--- config.mk ---
export PLATFORM = sky130hd
export DESIGN_NAME = reg_file
export DESIGN_NICKNAME = d
export VERILOG_FILES = /design/src/rtl/reg_file_pkg.sv /design/src/rtl/reg_word.sv /design/src/rtl/reg_file.sv
export SDC_FILE = /design/constraint.sdc
export NUM_CORES = 1
export LEC_CHECK = 0
export CAP_MARGIN = 15
export CORE_MARGIN = 2
export CORE_UTILIZATION = 60
export DETAILED_ROUTE_END_ITERATION = 12
export MAX_ROUTING_LAYER = met4
export PLACE_DENSITY_LB_ADDON = 0.3
export SLEW_MARGIN = 20
export SYNTH_ARGS = -nofsm -noshare
export SYNTH_HDL_FRONTEND = slang
export SYNTH_SLANG_ARGS = --single-unit
--- constraint.sdc ---
create_clock -name clk -period 2.83 [get_ports clk]
set_input_delay 0.566 -clock clk [delete_from_list [all_inputs] [get_ports clk]]
set_output_delay 0.566 -clock clk [all_outputs]
set_load 0.01 [all_outputs]
--- src/rtl/reg_file_pkg.sv ---
// Shared defaults and FSM state type for the reg_file register bank.
package reg_file_pkg;

  localparam int DEFAULT_WIDTH = 16;
  localparam int DEFAULT_DEPTH = 8;

  typedef enum logic {
    IDLE  = 1'b0,
    CLEAR = 1'b1
  } state_e;

endpackage

--- src/rtl/reg_word.sv ---
// One storage word of reg_file: load-enabled register with a clear input
// that takes priority over the write enable.
module reg_word #(
  parameter int WIDTH = 16
) (
  input  logic             clk,
  input  logic             clr_i,
  input  logic             we_i,
  input  logic [WIDTH-1:0] d_i,
  output logic [WIDTH-1:0] q_o
);

  logic [WIDTH-1:0] word_q;
  logic [WIDTH-1:0] word_d;

  always_comb begin
    word_d = word_q;
    if (clr_i)     word_d = '0;
    else if (we_i) word_d = d_i;
  end

  // NOTE: storage words have no reset term; the parent's clear sweep zeroes
  // them one per cycle, and <= keeps every flop sampling pre-edge values.
  always_ff @(posedge clk) begin
    word_q <= word_d;
  end

  assign q_o = word_q;

endmodule

--- src/rtl/reg_file.sv ---
// Two-read/one-write register file with a post-reset clear sweep.
// Define REG_FILE_BYPASS_EN for write-first collisions; default is read-first.
module reg_file
  import reg_file_pkg::*;
#(
  parameter  int WIDTH = DEFAULT_WIDTH,
  parameter  int DEPTH = DEFAULT_DEPTH,
  localparam int AW    = $clog2(DEPTH)
) (
  input  logic             clk,
  input  logic             reset,
  input  logic             load,
  input  logic [AW-1:0]    waddr,
  input  logic [WIDTH-1:0] in,
  input  logic [AW-1:0]    raddr_a,
  input  logic [AW-1:0]    raddr_b,
  output logic [WIDTH-1:0] out_a,
  output logic [WIDTH-1:0] out_b,
  output logic             busy
);

  localparam logic [AW-1:0] LAST_PTR = AW'(DEPTH - 1);

  state_e           state_q, state_d;
  logic [AW-1:0]    ptr_q, ptr_d;
  logic [WIDTH-1:0] out_a_q, out_a_d;
  logic [WIDTH-1:0] out_b_q, out_b_d;

  logic [DEPTH-1:0] clr_vec;
  logic [DEPTH-1:0] we_vec;
  logic [WIDTH-1:0] words [DEPTH];

  // State register
  always_ff @(posedge clk) begin
    if (reset) begin
      state_q <= CLEAR;
      ptr_q   <= '0;
    end else begin
      state_q <= state_d;
      ptr_q   <= ptr_d;
    end
  end

  // Next-state logic
  // NOTE: every always_comb output gets a default first so no path can infer a latch.
  always_comb begin
    state_d = state_q;
    ptr_d   = ptr_q;
    case (state_q)
      CLEAR: begin
        if (ptr_q == LAST_PTR) begin
          state_d = IDLE;
          ptr_d   = '0;
        end else begin
          ptr_d = ptr_q + AW'(1);
        end
      end
      default: ;
    endcase
  end

  // Output logic: a reset edge itself clears entry 0, then the sweep walks ptr.
  always_comb begin
    busy    = (state_q == CLEAR);
    clr_vec = '0;
    we_vec  = '0;
    for (int i = 0; i < DEPTH; i++) begin
      if (reset)                 clr_vec[i] = (i == 0);
      else if (state_q == CLEAR) clr_vec[i] = (32'(ptr_q) == i);
      we_vec[i] = !reset && (state_q == IDLE) && load && (32'(waddr) == i);
    end
  end

  for (genvar g = 0; g < DEPTH; g++) begin : g_word
    reg_word #(.WIDTH(WIDTH)) u_word (
      .clk   (clk),
      .clr_i (clr_vec[g]),
      .we_i  (we_vec[g]),
      .d_i   (in),
      .q_o   (words[g])
    );
  end

  always_comb begin
    out_a_d = (32'(raddr_a) < DEPTH) ? words[raddr_a] : '0;
    out_b_d = (32'(raddr_b) < DEPTH) ? words[raddr_b] : '0;
`ifdef REG_FILE_BYPASS_EN
    if (load && (32'(waddr) < DEPTH) && (waddr == raddr_a)) out_a_d = in;
    if (load && (32'(waddr) < DEPTH) && (waddr == raddr_b)) out_b_d = in;
`endif
  end

  always_ff @(posedge clk) begin
    if (reset || state_q == CLEAR) begin
      out_a_q <= '0;
      out_b_q <= '0;
    end else begin
      out_a_q <= out_a_d;
      out_b_q <= out_b_d;
    end
  end

  assign out_a = out_a_q;
  assign out_b = out_b_q;

endmodule
## Word-level counts from Yosys, hierarchy flattened

Cells that the tools add are included.

- Register bits after elaboration: 164
- Latch bits: 0
- Bits in writable memories: 0
- Bits in read-only memories: 0
- Bits of input ports: 28
- Logic and storage cells: 71
- Memories kept: 0

- Add/sub/neg operators: 1
- Multiply operators: 0
- Div/mod/pow operators: 0
- $lt $le $gt $ge: 2
- Equal/unequal tests: 14
- Shift operators: 0
- Multiplexer cells: 25
- Bitwise logic cells: 3
- Reduce and logical (&&, ||, !) cells: 14

Operator list:

| kind | count |
|---|---|
| 16-bit binary-select mux with 3-bit select | 2 |
| 16-bit two-way mux | 4 |
| 3-bit == test, second input constant | 8 |
| 1-bit two-way mux | 18 |
| 3-bit by 2-bit == test with 1-bit output, second input constant | 4 |
| 1-bit logical AND | 10 |
| 4-bit greater-or-equal comparator, second input constant | 2 |
| 3-bit NOT with 4-bit output | 2 |
| 3-bit by 1-bit == test with 1-bit output, second input constant | 2 |
| 3-bit logical NOT | 2 |
| 3-bit by 1-bit adder with 3-bit output, second input constant | 1 |
| 3-bit two-way mux | 1 |
| 1-bit logical NOT | 1 |
| 1-bit logical OR | 1 |
| 1-bit NOT | 1 |

## Longest topological paths before layout

- Depth after elaboration: 4
- Depth in mapped cells: 7
- Gate-level depth less buffers: 5

## Modules after synthesis

Synthesis repeated with hierarchy kept, for this count alone.

- Cell total of the unflattened synthesis: 763
- Area total of the unflattened synthesis: 7831.3 um2

Modules (own cells, without submodules):

| module | instances | cells each | area each (um2) | sequential area each (um2) |
|---|---|---|---|---|
| reg_word | 8 | 52 | 580.6 | 320.3 |
| reg_file | 1 | 347 | 3186.8 | 720.7 |

## Least setup slack after synthesis

OpenSTA, ideal clock, no wires.

- Path kind: input-to-reg
- Start: input raddr_a[1]
- End: register out_a_q[0], in the netlist out_a[0]
- Setup time: 0.123 ns
- Arrival time: 1.582 ns
- Required time: 2.707 ns
- Path slack: 1.125 ns
- Stages: 5
- Buffers on the path: 2
- Cell sequence: buf_2 buf_2 mux2i_1 o22ai_1 or2_2

- Longest elaborated chain between the ends: 4

Ends and longest elaborated chain:

| element | RTL line | RTL |
|---|---|---|
| start: declaration | reg_file.sv:15 | `input logic [AW-1:0] raddr_a,` |
| 3-bit NOT with 4-bit output (implied by the code) | reg_file.sv:85 | `out_a_d = (32'(raddr_a) < DEPTH) ? words[raddr_a] : '0;` |
| 16-bit binary-select mux with 3-bit select | reg_file.sv:85 |  |
| 16-bit two-way mux (implied by the code) (2 in a row) | reg_file.sv:85 |  |
| end signal: assignment | reg_file.sv:98 | `out_a_q <= out_a_d;` |
| end: declaration | reg_file.sv:26 | `logic [WIDTH-1:0] out_a_q, out_a_d;` |

No other way between the ends. The select of a mux whose other input is x is not followed.
A chain may end at the register's enable or synchronous reset.

## Worst setup path in the final report

- Start: register state_q, in the netlist busy
- End: output busy

RTL lines:

| element | RTL line | RTL |
|---|---|---|
| start: declaration | reg_file.sv:24 | `state_e state_q, state_d;` |
| start signal: assignment | reg_file.sv:39 | `state_q <= state_d;` |
| end: declaration | reg_file.sv:19 | `output logic busy` |

No word-level cell between the ends.

==> flow_summary.toml <==
[pwr]
max-vdd-ir-drop_uv = 482.3
leakagePower_nw = 3.370
p_per_area_nw_per_um2 = 553.1

[setup_path]
cp-end-kind = "output pin"
r2r_end = "g_word[5].u_word.q_o[4]"
cpPeakStageDelay_ns = 0.71
cp_cell_sequence = "clkdlybuf4s50_1"
rr_worst_depth = 4
startpoint_type = "flip-flop"
critPathBufInv = 1
r2r-start = "busy"
cp_data_required_time_ns = 2.26
cpMaxStageDelayCell = "dfxtp_1"
r2r_slack_ns = 0.90
arrival_ns = 1.81
crit_fanout = 17
path_class = "reg2out"
path_delay_family = "flip-flops"

[synth]
yosys.area_share.simple_pct = 20.08
netlist_instances = 927
synthAdderAreaFrac_pct = 0.9428
synth-xor-area-share_pct = 0
synth_mux_area_share_pct = 16.34
ys_seq_area_share_pct = 41.23
synth_edf_count = 0
yosysUniqueCellTypes = 39
ys_warn_count = 0
synthFlopType = "dfxtp_1"
synth_nets = 961
syn_avg_cell_area_um2 = 8.590
synth_top_family_by_area = "simple AND/OR/NAND/NOR gates"
async_reset_ff_share_pct = 0
synth_compound_area_share_pct = 14.38
syn-cell-area_um2 = 7963
synth_seq_cells = 164

[timing]
rsz0062_at_grt = "false"
fin_crit_sh_pct = 83.84
hold_viol_final = 0
setup_viol = 0
fin_setup_tns_ns = 0
max_freq_mhz = 421.5
fin_crit_ns = 2.373
worstMarginPinSlew_ns = 0.6193
slew_violations = 0
skew_ns = 0.006821
relSlewSlack_pct = 58.66

[placed_design]
dpl-instance-area_um2 = 8591
place_congestion = 0.8323
io_buffers = 60
dp_hpwl_um = 14810

[clocking]
cts_sinks = 164
cts_setup_buffers = 0
cts_resized = 0
cts_tree = "yes"
cts.clk_slew.worst_paths_ns = 0.06
cts_made_buffers = 17
clock_path_buffers = 2
clk_latency_ns = 0.44
htree_levels = 4
cts-root-buf = "clkbuf_16"
cts.hold.buffers_added = 0

[drt]
viasPerCell = 6.533
vias = 7408
drtIter0Drc = 899
post-route-drc-count = 0
antenna_left = 0
wl_per_cell_um = 21.37
totalWireLength_um = 24230
firstDrtPassIters = 6

[die]
initial_utilization_pct = 60.85
die_area_um2 = 14210
die_w_um = 119.2
die_h_um = 119.2
io_pins = 61
core_area_um2 = 13090
row_count = 42

[final_layout]
drive_gt1_share_pct = 10.13
antennaDiodeCount = 0
nets = 979
fin_area_um2 = 9184
area_delta_synth_final_pct = 15.34
fin_util_pct = 70.19
fillers = 999

[status]
status = "complete, no violations"

[min_path]
hp-start = "g_word[5].u_word.q_o[6]"
min_path_cells = 2
hp-class = "reg2reg"
holdPathEnd = "g_word[5].u_word.q_o[6]"

[global_routing]
antenna_found_initial = 0
grt_pass1_wl_um = 37770
grt-ovfl-total = 0
grt_max_degree = 38
grt_util_all_layers_pct = 35.46
grt_pass1_vias = 7073

[flow_run]
maxCapViolations = 0
[synth_stat cells (2+ instances only)]
master       n  area (µm²)
or4_1        2       15.01
clkbuf_2     4       20.02
and3b_1      2       17.52
clkbuf_1    31       116.4
mux2i_1    130        1301
nor2_1       4       15.01
or2_2       10       62.56
o21ai_1     21       105.1
or2_1       22       137.6
and2_1       2       12.51
nand4b_1     2       17.52
buf_6       11       123.9
nor2_4       5       56.30
nand4_1     15       93.84
nand2_1    112       420.4
buf_4        2       15.01
dfxtp_1    164        3283
ha_1         6       75.07
a21oi_1     16       80.08
buf_2       50       250.2
nand4bb_1    4       45.04
or4b_1       4       40.04
nand3b_1     3       22.52
nand3_1    114       570.6
inv_1        4       15.01
o22ai_1     64       400.4
o21ai_0    107       535.5
buf_1        5       18.77
[layout by cell type, fill, tap and decap left out, types with 2 or more instances in the layout]
cell / n
nand4_1: 15
nor2_1: 4
dfxtp_1: 164
nor2_4: 5
and2_1: 2
o21ai_0: 107
buf_4: 42
clkdlybuf4s50_1: 58
nand4bb_1: 4
nand4b_1: 2
o21ai_1: 21
inv_6: 2
ha_1: 6
nand3_1: 114
nand3b_1: 3
clkbuf_16: 17
inv_1: 4
a21oi_1: 16
and3b_1: 2
bufinv_16: 2
or2_1: 22
mux2i_1: 130
or2_2: 10
or4b_1: 4
or4_1: 2
clkinvlp_4: 6
o22ai_1: 64
buf_12: 2
nand2_1: 112
clkinv_4: 3
[cells by family (layout without fill, tap and decap cells)]
logic type,Yosys count,after routing
buf+inv,107,138
simple gates,309,309
fa+ha+maj,6,6
mux,130,130
compound gates,211,211
flops,164,164
[worst max path at each step]
stage	from	to	cells past startpoint	slack (ns)
2_1_floorplan	raddr_a[1]	out_a[0]	5	1.12
3_3_place_gp	reset	g_word[5].u_word.q_o[4]	5	0.37
3_5_place_dp	reset	g_word[5].u_word.q_o[15]	5	0.32
4_1_cts	busy	busy	1	0.49
5_1_grt	busy	busy	1	0.40
6_report	busy	busy	1	0.46
[flip-flops by register name, summed over array words and instances, names as in the netlist]
signal and count:
ptr_q 3, g_word.u_word.q_o 128, out_b 16, out_a 16, busy 1
[final cells by class]
cell class | instances | area [µm²] | area share [%]
multi-input combinational | 656 | 4136 | 45.04
sequential | 164 | 3283 | 35.75
timing repair buffer | 102 | 935.9 | 10.19
clock buffer | 18 | 439.2 | 4.782
tap | 176 | 220.2 | 2.398
clock inverter | 14 | 153.9 | 1.676
inverter | 4 | 15.01 | 0.1635
[per-stage QoR]
step / hold WS [ns] / std cells / setup slack (ns) / power (mW)
finish: 0.4637 / 1134 / 0.4575 / 5.079
global route: 0.4885 / 1134 / 0.4034 / 5.203
CTS: 0.4649 / 1134 / 0.4933 / 5.060
detailed placement: 0.4546 / 1102 / 0.3191 / 2.794
global placement: 0.4507 / 1102 / 0.3738 / 2.785
floorplan: 0.4400 / 927 / 1.125 / 2.672
[report_power, final]
group | internal (mW) | leakage (nW) | switching [mW]
logic | 0.139 | 1.77 | 0.218
registers | 2.36 | 1.32 | 0.0422
clock network | 1.33 | 0.271 | 0.995
total | 3.82 | 3.37 | 1.26
[per-layer routing]
| metal | share of wire (%) | wire (µm) | vias up | global-route usage [%] |
|---|---|---|---|---|
| met5 | 0 | 0 | - | - |
| met4 | 4.2 | 1024 | 0 | 17.71 |
| met3 | 9.5 | 2300 | 96 | 8.908 |
| met2 | 46 | 11270 | 449 | 54.20 |
| met1 | 40 | 9643 | 3524 | 43.71 |
| li1 | - | - | 3339 | - |
Power figures use the tool's default switching activity.
